--- src/rtl/bcd_pkg.sv ---
// Shared types and constants for the BCD conversion blocks.
package bcd_pkg;

    typedef enum logic [1:0] {
        IDLE,
        SHIFT,
        DONE
    } bcd2bin_state_t;

    localparam logic [3:0] BCD_ADJ        = 4'd3;
    localparam logic [3:0] BCD_ADJ_THRESH = 4'd8;

    // True when the nibble is a legal decimal digit.
    function automatic logic bcd_digit_valid(input logic [3:0] digit);
        return digit <= 4'd9;
    endfunction

endpackage

--- src/rtl/bcd_digit_adjust.sv ---
// Per-digit correction for reverse double dabble: a digit that reached 8 or more after
// the right shift carried a half-ten (5 = 8 - 3) from the digit above, so subtract 3.
module bcd_digit_adjust
    import bcd_pkg::*;
(
    input  logic [3:0] digit_in,
    output logic [3:0] digit_out
);

    // Subtract the correction when the threshold is reached; 4-bit result, no borrow out.
    always_comb begin
        digit_out = digit_in;
        if (digit_in >= BCD_ADJ_THRESH) begin
            digit_out = digit_in - BCD_ADJ;
        end
    end

endmodule

--- src/rtl/bcd_to_binary.sv ---
// Sequential BCD-to-binary converter (reverse double dabble), one shift per cycle.
// Optional build macro BCD_TO_BIN_CHECK_EN: rejects inputs containing a digit > 9
// with a one-cycle error completion instead of converting them.
module bcd_to_binary
    import bcd_pkg::*;
#(
    parameter int unsigned DIGITS = 3,
    parameter int unsigned BIN_W  = 10
) (
    input  logic                  clk,
    input  logic                  reset,
    input  logic                  start,
    input  logic [4*DIGITS-1:0]   bcd_in,
    output logic                  busy,
    output logic                  done,
    output logic [BIN_W-1:0]      binary_out,
    output logic                  error
);

    localparam int unsigned BCD_W  = 4 * DIGITS;
    localparam int unsigned WORK_W = BCD_W + BIN_W;
    localparam int unsigned CNT_W  = $clog2(BIN_W + 1);
    localparam logic [CNT_W-1:0] CNT_LAST = CNT_W'(BIN_W - 1);

    bcd2bin_state_t      state_q, state_d;
    logic [WORK_W-1:0]   work_q, work_d;
    logic [CNT_W-1:0]    cnt_q, cnt_d;
    logic [BIN_W-1:0]    binary_out_q, binary_out_d;
    logic                done_q, done_d;

    logic [WORK_W-1:0]   work_shifted;
    logic [WORK_W-1:0]   work_adj;

    assign work_shifted = work_q >> 1;

    // Binary field passes straight through; each BCD digit gets its own correction.
    assign work_adj[BIN_W-1:0] = work_shifted[BIN_W-1:0];

    for (genvar i = 0; i < DIGITS; i++) begin : g_adjust
        bcd_digit_adjust u_adjust (
            .digit_in  (work_shifted[BIN_W + 4*i +: 4]),
            .digit_out (work_adj[BIN_W + 4*i +: 4])
        );
    end

`ifdef BCD_TO_BIN_CHECK_EN
    logic error_q, error_d;
    logic bcd_has_invalid;

    // Flag any nibble of the incoming value that is not a decimal digit.
    always_comb begin
        bcd_has_invalid = 1'b0;
        for (int i = 0; i < int'(DIGITS); i++) begin
            if (!bcd_digit_valid(bcd_in[4*i +: 4])) begin
                bcd_has_invalid = 1'b1;
            end
        end
    end
`endif

    // Next-state logic for the IDLE -> SHIFT -> DONE sequence.
    always_comb begin
        state_d      = state_q;
        work_d       = work_q;
        cnt_d        = cnt_q;
        binary_out_d = binary_out_q;
        done_d       = 1'b0;
`ifdef BCD_TO_BIN_CHECK_EN
        error_d      = error_q;
`endif
        case (state_q)
            IDLE: begin
                if (start) begin
`ifdef BCD_TO_BIN_CHECK_EN
                    if (bcd_has_invalid) begin
                        // Bin field of a cleared work register gives the zero result.
                        error_d = 1'b1;
                        work_d  = '0;
                        cnt_d   = '0;
                        state_d = DONE;
                    end else begin
                        error_d = 1'b0;
                        work_d  = {bcd_in, {BIN_W{1'b0}}};
                        cnt_d   = '0;
                        state_d = SHIFT;
                    end
`else
                    work_d  = {bcd_in, {BIN_W{1'b0}}};
                    cnt_d   = '0;
                    state_d = SHIFT;
`endif
                end
            end
            SHIFT: begin
                work_d = work_adj;
                cnt_d  = cnt_q + CNT_W'(1);
                if (cnt_q == CNT_LAST) begin
                    state_d = DONE;
                end
            end
            DONE: begin
                binary_out_d = work_q[BIN_W-1:0];
                done_d       = 1'b1;
                state_d      = IDLE;
            end
            default: begin
                state_d = IDLE;
            end
        endcase
    end

    // State and output registers with synchronous reset.
    always_ff @(posedge clk) begin
        if (reset) begin
            state_q      <= IDLE;
            work_q       <= '0;
            cnt_q        <= '0;
            binary_out_q <= '0;
            done_q       <= 1'b0;
`ifdef BCD_TO_BIN_CHECK_EN
            error_q      <= 1'b0;
`endif
        end else begin
            state_q      <= state_d;
            work_q       <= work_d;
            cnt_q        <= cnt_d;
            binary_out_q <= binary_out_d;
            done_q       <= done_d;
`ifdef BCD_TO_BIN_CHECK_EN
            error_q      <= error_d;
`endif
        end
    end

    // The done pulse lands after leaving DONE, so busy stays up through it.
    assign busy       = (state_q != IDLE) || done_q;
    assign done       = done_q;
    assign binary_out = binary_out_q;

`ifdef BCD_TO_BIN_CHECK_EN
    assign error = error_q;
`else
    assign error = 1'b0;
`endif

endmodule

--- config.mk ---
export PLATFORM = sky130hd
export DESIGN_NAME = bcd_to_binary
export DESIGN_NICKNAME = d
export VERILOG_FILES = /design/src/rtl/bcd_pkg.sv /design/src/rtl/bcd_digit_adjust.sv /design/src/rtl/bcd_to_binary.sv
export SDC_FILE = /design/constraint.sdc
export NUM_CORES = 1
export LEC_CHECK = 0
export CAP_MARGIN = 25
export CORE_ASPECT_RATIO = 0.9
export CORE_MARGIN = 2
export CORE_UTILIZATION = 40
export CTS_CLUSTER_SIZE = 20
export DETAILED_ROUTE_END_ITERATION = 8
export PLACE_DENSITY_LB_ADDON = 0.25
export SYNTH_ARGS = -nofsm -noshare
export SYNTH_HDL_FRONTEND = slang
export SYNTH_SLANG_ARGS = --single-unit
--- constraint.sdc ---
create_clock -name clk -period 4 [get_ports clk]
set_clock_uncertainty 0.1 [all_clocks]
set_input_delay 0.8 -clock clk [delete_from_list [all_inputs] [get_ports clk]]
set_output_delay 0.8 -clock clk [all_outputs]
set_load 0.03 [all_outputs]
==> results.cfg <==
[pwr]
ir_worst_vdd_mv = 0.175
p_leak_nw = 0.778
p_per_area_nw_per_um2 = 438

[drt]
vias = 1336
dr_wl_met3_um = 111
wl_met2_um = 1520
first_pass_iters = 4
vias_per_cell = 5.08
ant_nets = 0
top_layer_used = met4
drt_iter0_drc = 92
wl_met1_um = 1780
drc_errors = 0
drt-total-wl_um = 3460
wl_per_cell_um = 13.1

[critical_path]
cp_slowest_cell = dfxtp_1
cp_max_fo = 18
crit_path_start_kind = flip-flop
worst_ep_required_time_ns = 3.10
worstSetupStartpoint = state_q[1]
max_stage_delay_ns = 0.66
crit_type = reg -> out
rrSetupSlack_ns = 1.79
endpoint = busy
crit-reg2reg-launch = state_q[0]
r2r-end = cnt_q[3]
reg2reg_depth = 4
crit_chain = or3_1 -> clkdlybuf4s50_1
critical_path_arrival_ns = 1.79
crit_path_end_kind = output pin

[synthesis]
synth_ff_type = dfxtp_1
synth_fp_nets = 216
syn_area_um2 = 1690
synth_edf_count = 0
ys_async_sr_fraction_pct = 0
yosys_warnings = 0
ys_seq_elements = 39
synth_cell_type_count = 40
synth.avg_cell_area_um2 = 8.67
synthCells = 195
ys_seq_area_share_pct = 46.2

[timing]
hold_viol = 0
tightest_slew_ns = 0.818
setup_ws_ns = 1.31
max_freq_ghz = 0.371
period_share_pct = 67.4
maxSlewViolCount = 0
min_period_ns = 2.69
tns_ns = 0
setup_violations = 0
rsz0062_at_grt = no
slew_headroom_pct = 45.3

[run_status]
status = completed

[place]
dp_hpwl_um = 2260
place.gp.congestion = 0.735
portBuffers = 26
dp_slack_ns = 1.31

[floorplan]
rows = 22
die_w_um = 72.5
pin_count = 28
die_area_um2 = 4760
fp.dieH_um = 65.7
coreArea_um2 = 4070
start_util_pct = 41.5

[clock_tree]
cts.sink_count = 39
insertion_delay_ns = 0.29
cts_hold_buf = 0
clk_pin_slew_ns = 0.07
cts-htree-levels = 2
cts_resized = 0
clockBufferDepth = 2
cts_tree = yes
cts_made_buffers = 5
post_cts_buffers = 0
clock_tree.root_cell = clkbuf_8

[min_path]
hold_class = reg -> reg

[grt]
gr-total-overflow = 0
grt_usage_pct = 16.3
grt_pass1_wl_um = 6040
grt_pass1_vias = 1364
grt_max_degree = 27
antenna_found_initial = 0

[cells_and_area]
diodes = 0
fillers = 406
post-route-util_pct = 50.9
layout.nets = 235
layout-drive-gt1-share_pct = 6.05
area_growth_pct = 22.6

[job]
drv_cap = 0
==> how the worst min path moves through the flow <==
stage / startpoint / to / slack [ns] / cells after the start
finish: work_q[21] / work_q[20] / 0.35 / 2
global route: work_q[21] / work_q[20] / 0.37 / 2
CTS: work_q[21] / work_q[20] / 0.35 / 2
detailed placement: work_q[21] / work_q[20] / 0.34 / 2
global placement: work_q[21] / work_q[20] / 0.33 / 2
floorplan: work_q[21] / work_q[20] / 0.32 / 2
==> area by class of cell <==
class                      count  area [um^2]  share of cell area (%)
sequential                    39          781                    37.7
clock buffer                   6         72.6                    3.50
multi-input combinational    134          806                    38.9
inverter                       7         26.3                    1.27
timing repair buffer          27          268                    12.9
tap                           48         60.1                    2.90
clock inverter                 2         60.1                    2.90
==> cells by family (layout without fill, tap and decap cells) <==
logic type / after synthesis / count (layout) / share of synthesized area [%]
other: 1 / 1 / 0.222
adders and majority gates: 6 / 6 / 4.44
AOI/OAI and AO/OA: 52 / 52 / 21.2
xor gates and xnor gates: 4 / 4 / 2.07
and+or+nand+nor: 69 / 69 / 18.6
buffers and inverters: 22 / 42 / 6.14
DFF: 39 / 39 / 46.2
muxes: 2 / 2 / 1.18
==> critical path: cells and delay by family (launching register included) <==
family,cells,cell delay [ns]
and+or+nand+nor,1,0.19
buffers and inverters,1,0.66
DFF,1,0.66
==> metal layers <==
layer  vias to the layer above  global-route usage, %
met5                         -                      0
met4                         0                   6.25
met3                         5                   4.75
met2                        24                   25.3
met1                       605                   21.3
li1                        702                      -
==> metrics by stage <==
step / total power [mW] / std cells / hold slack, ns / instance area (um^2)
final: 0.909 / 263 / 0.352 / 2070
after global routing: 0.945 / 263 / 0.369 / 2070
after CTS: 0.916 / 263 / 0.351 / 2070
after detailed placement: 0.531 / 255 / 0.338 / 1940
after global placement: 0.530 / 255 / 0.335 / 1940
after floorplan: 0.500 / 195 / 0.316 / 1690
==> report_power, final <==
| part | internal [mW] | switching (mW) |
|---|---|---|
| clock | 0.249 | 0.138 |
| combinational | 0.0461 | 0.0515 |
| sequential | 0.403 | 0.0211 |
==> layout by cell type, fill, tap and decap left out, types with 2 or more instances in the layout <==
cell	synthesis	final
a211o_1	2	2
a21oi_1	24	24
a22o_1	11	11
a22oi_1	2	2
a22oi_2	2	2
a31oi_1	3	3
bufinv_16	0	2
clkbuf_8	0	5
clkdlybuf4s50_1	0	26
dfxtp_1	39	39
ha_1	6	6
inv_1	7	7
mux2i_1	2	2
nand2_1	29	29
nand2b_1	6	6
nand3_1	2	2
nor2_1	17	17
nor2b_1	2	2
nor3_1	3	3
nor4_1	2	2
o21ai_0	2	2
xnor2_1	3	3
==> synth_stat cells (2+ instances only) <==
| cell type | count | area share [%] |
|---|---|---|
| nand2_1 | 29 | 6.4 |
| buf_4 | 2 | 0.89 |
| mux2i_1 | 2 | 1.2 |
| xnor2_1 | 3 | 1.6 |
| a211o_1 | 2 | 1.0 |
| ha_1 | 6 | 4.4 |
| a22oi_1 | 2 | 0.89 |
| nor4_1 | 2 | 0.74 |
| o21ai_0 | 2 | 0.59 |
| buf_2 | 5 | 1.5 |
| nor2b_1 | 2 | 0.74 |
| nand3_1 | 2 | 0.59 |
| a31oi_1 | 3 | 1.1 |
| a22oi_2 | 2 | 1.5 |
| a21oi_1 | 24 | 7.1 |
| dfxtp_1 | 39 | 46 |
| buf_1 | 2 | 0.44 |
| inv_1 | 7 | 1.6 |
| clkbuf_1 | 5 | 1.1 |
| nor3_1 | 3 | 0.89 |
| nor2_1 | 17 | 3.8 |
| nand2b_1 | 6 | 2.2 |
| a22o_1 | 11 | 5.7 |
==> flip-flops by register name (all words and copies together) (netlist names) <==
| name | count |
|---|---|
| done | 1 |
| cnt_q | 4 |
| work_q | 22 |
| binary_out | 10 |
| state_q | 2 |
(Power assumes the default switching activity.)
==> patch 1, RTL diff (same flow settings) <==
Set the parameter `BIN_W` to 5 (it was 10).
--- a/src/rtl/bcd_to_binary.sv
+++ b/src/rtl/bcd_to_binary.sv
@@ -7,3 +7,3 @@
     parameter int unsigned DIGITS = 3,
-    parameter int unsigned BIN_W  = 10
+    parameter int unsigned BIN_W  = 5
 ) (
Interface: changed (resized binary_out); port bits go from 28 to 23. The function was not compared with the original's and may differ.
==> patch 1 against the original RTL <==
- sequential cell count decreased by 11
- register-to-register slack improved by 0.13 ns
- via count decreased by 17%
- first-iteration DRC count decreased by 46%
- critical path depth unchanged
- highest routed layer unchanged
- worst hold slack improved by 0.028 ns
- global-route usage decreased by 1.1 points
- area after synthesis decreased by 19%
- setup slack got worse by 0.11 ns
- power decreased by 32%
- wire length decreased by 19%
- sequential share of layout area decreased by 3.6 points
- largest power group unchanged
- design area decreased by 21%
==> patch 1: results (changes against the original RTL) <==
* Clock Pin Slew Worst Setup and Hold Paths at 0.10 ns (+0.03 ns)
* GR Layer Usage met1 at 19.7% (-1.6 points)
* Die area at 0.00391 sq mm (-18%)
* VDD IR max at 0.185 mV (+5.7%)
* Worst-Margin Slew at 0.674 ns (-0.144 ns)
* Leakage at 0.000659 uW (-15%)
* Vias at 1,112 (-17%)
* Main area contributors after synthesis: dfxtp_1 41%, nor2_1 10%, ha_1 5.5%
* Outcome: finished, final reports clean
* Clk_lat worst skew at 0.27 ns (-0.02 ns)
* Met3 Track Usage GR at 2.47% (-2.3 points)
* Routability Congestion at 0.728 (-1.0%)
* Post-synth top area share at 40.9% (-5.3 points)
* CP peak stage delay at 0.77 ns (+0.11 ns)
* Worst Path Max Fanout at 17 (-1)
* Routed WL per cell at 13.0 um (-0.89%)
* Switch share at 24.3% (+1.2 points)
* Share of layout cells above drive strength 1 at 9.36% (+3.3 points)
* Fill count at 311 (-23%)
* Pin count of the biggest net entering global routing at 29 (+7.4%)
* DRT iter0 DRCs at 50 (-46%)
* Sequential area share after synthesis at 40.9% (-5.3 points)
* Met2 Track Usage GR at 25.7% (+0.34 points)
* # port buffers at 21 (-19%)
* GRT Resource Usage Total at 15.2% (-1.1 points)
* Detailed placer's ending HPWL at 1.87 mm (-17%)
* Top post-synthesis cells by count: 37 x nor2_1, 28 x dfxtp_1, 9 x a22oi_1
* Max reg flops at 17 (-23%)
* Design area at 0.00165 sq mm (-21%)
* Synthesized Nets at 179 (-17%)
==> patch 1: worst min path at each step <==
| stage | from | endpoint | slack, ns | cells after the start |
|---|---|---|---|---|
| 2_1_floorplan | cnt_q[0] | cnt_q[0] | 0.35 | 2 |
| 3_3_place_gp | cnt_q[0] | cnt_q[0] | 0.37 | 2 |
| 3_5_place_dp | cnt_q[0] | cnt_q[0] | 0.37 | 2 |
| 4_1_cts | cnt_q[0] | cnt_q[0] | 0.39 | 2 |
| 5_1_grt | cnt_q[0] | cnt_q[0] | 0.43 | 2 |
| 6_report | cnt_q[0] | cnt_q[0] | 0.38 | 2 |
==> patch 1: metrics by stage <==
stage | std cells | setup WS (ns)
detailed placement | 210 | 1.31
global route | 215 | 1.07
finish | 215 | 1.19
CTS | 214 | 1.17
global placement | 210 | 1.35
floorplan | 158 | 1.99
==> patch 1: cells by family after synthesis <==
logic type                 share of synthesized area, %
AOI/OAI and AO/OA                                  19.8
xor gates and xnor gates                           2.56
adders and majority gates                          5.48
buffers and inverters                              7.49
DFF                                                40.9
muxes                                              4.47
other                                             0.274
and+or+nand+nor                                    19.0
==> patch 1: cell type report <==
| type | instances | share of cell area (%) |
|---|---|---|
| well taps | 44 | 3.35 |
| repair buffers | 22 | 13.7 |
| clock inverters | 1 | 1.83 |
| clock buffers | 3 | 2.51 |
| flip-flops and latches | 28 | 34.1 |
| inverters | 7 | 1.60 |
| multi-input cells | 110 | 43.0 |
==> patch 1: power by group through the flow <==
| stage | combinational, uW | sequential [uW] | clock, uW |
|---|---|---|---|
| global placement | 86.2 | 312 | 0 |
| detailed placement | 88.5 | 313 | 0 |
| global route | 101 | 309 | 242 |
| floorplan | 71.5 | 306 | 0 |
| finish | 90.4 | 306 | 224 |
| CTS | 89.3 | 306 | 229 |
==> patch 1: worst reg2reg max path, stage by stage (launching register included) <==
cell and delay, ns:
dfxtp_1 0.77, inv_2 0.28, nor2_2 0.52, a221oi_2 0.12, a211oi_2 0.21
==> patch 1: layer usage <==
layer  vias up  part of all wire (%)
met3         2                   3.3
met5         -                     0
met1       534                    48
met2        17                    48
met4         0                  0.46
li1        559                     -
==> patch 2, RTL diff (same settings) <==
Made on the original files. Encoding of `bcd2bin_state_t`: now one-hot (3 bits for 3 states).
--- a/src/rtl/bcd_pkg.sv
+++ b/src/rtl/bcd_pkg.sv
@@ -3,6 +3,6 @@
 
-    typedef enum logic [1:0] {
-        IDLE,
-        SHIFT,
-        DONE
+    typedef enum logic [2:0] {
+        IDLE  = 3'b001,
+        SHIFT = 3'b010,
+        DONE  = 3'b100
     } bcd2bin_state_t;
Check against the original RTL: no difference found for any inputs over 10 cycles, from zero or initial values and one cycle with reset high; not proved beyond that.
==> patch 2 against the original RTL <==
- power is 7.9% lower
- setup slack worse by 0.16 ns
- sequential share of layout area is 0.51 points lower
- register-to-register slack better by 0.33 ns
- critical path type unchanged
- area after synthesis is 3.9% higher
- largest cell class unchanged
- design area is 4.0% higher
- sequential cell count is 1 higher
- wire length is 5.4% lower
- combinational power is 6.2% lower
==> patch 2: results (changes against the original RTL) <==
* Sequential cell count at 40 (+2.6%)
* Pin count of the biggest net entering global routing at 32 (+19%)
* Leakage at 0.000756 uW (-2.9%)
* Routability Congestion at 0.734 (-0.15%)
* Synth cell types at 39 (-2.5%)
* Buffer share of cell area at 13.1% (+0.20 points)
* Critical Path Start: state_q[2]
* Clk_lat worst skew at 0.29 ns (about the same)
* Core Util, Final at 51.9% (+0.98 points)
* Top post-synthesis cells by count: 40 x dfxtp_1, 39 x nand2_1, 20 x a21oi_1
* First-pass GRT wire length at 5.71 mm (-5.6%)
* Comb. pwr at 91.5 uW (-6.2%)
* Worst-Margin Slew at 0.925 ns (+0.106 ns)
* Worst reg2reg startpoint: state_q[1]
* VDD IR max at 0.133 mV (-24%)
* DIE WIDTH at 73.9 um (+1.8%)
* Synthesized Nets at 210 (-2.8%)
* Share of layout cells above drive strength 1 at 12.1% (+6.1 points)
* Area after DPL at 0.00204 sq mm (+5.4%)
* Main area contributors after synthesis: dfxtp_1 46%, nand2_1 8.3%, a21oi_1 5.7%
* Inverters at 6 (-1)
* Critical path's top delay family: simple AND/OR/NAND/NOR gates
* Reg2reg end: work_q[4]
* CP max-delay cell: or4b_2
* Non-filler instance count after layout at 274 (+4.2%)
* DRT iter0 DRCs at 56 (-39%)
* Synthesized area per cell at 9.29 sq um (+7.2%)
* Final net count at 234 (-0.43%)
* Sequential area share after synthesis at 45.6% (-0.60 points)
* Place WS at 1.47 ns (+0.163 ns)
* Critical path data arrival time at 1.96 ns (+0.17 ns)
* Footprint of the multi-input gates at 863 sq um (+7.1%)
* Vias per inst at 4.78 (-5.9%)
* Final clock-cell share at 5.17% (-1.2 points)
* Detailed placer's ending HPWL at 2.20 mm (-2.9%)
* GRT Resource Usage Total at 15.4% (-0.93 points)
* Multi-input gates at 131 (-2.2%)
* Reg2reg setup slack at 2.12 ns (+0.33 ns)
* Outcome: finished, final reports clean
* Min Tclk post-route at 2.86 ns (+0.160 ns)
* Worst Path Max Fanout at 7 (-11)
* Non-CTS buffers at 29 (+7.4%)
* Clock Pin Slew Worst Setup and Hold Paths at roughly 0.080 ns
* Routed WL per cell at 11.9 um (-9.2%)
* Vias in the first global route at 1,227 (-10%)
* Int Pwr at 638 uW (-8.7%)
==> patch 2: metal layers <==
metal	GRT usage, %	share of wire, %	wire length, um
met2	21.9	43	1400
met5	0	0	0
met3	6.05	3.9	127
met4	4.77	1.2	40
met1	21.2	52	1700
==> patch 2: how the worst min path moves through the flow <==
stage | start | end | slack [ns] | cells past startpoint
floorplan | work_q[0] | binary_out[0] | 0.33 | 2
global placement | binary_out[0] | binary_out[0] | 0.35 | 2
detailed placement | work_q[0] | binary_out[0] | 0.35 | 2
CTS | binary_out[1] | binary_out[1] | 0.36 | 2
global route | binary_out[9] | binary_out[9] | 0.37 | 2
finish | binary_out[1] | binary_out[1] | 0.36 | 2
==> patch 2: cell families after synthesis <==
family          count (synthesis)  synth area share (%)
simple gates                   71                  21.4
compound gates                 48                  20.7
flops                          40                  45.6
buf+inv                        18                  5.27
fa+ha+maj                       6                  4.27
xor+xnor                        5                  2.49
other cells                     1                 0.213
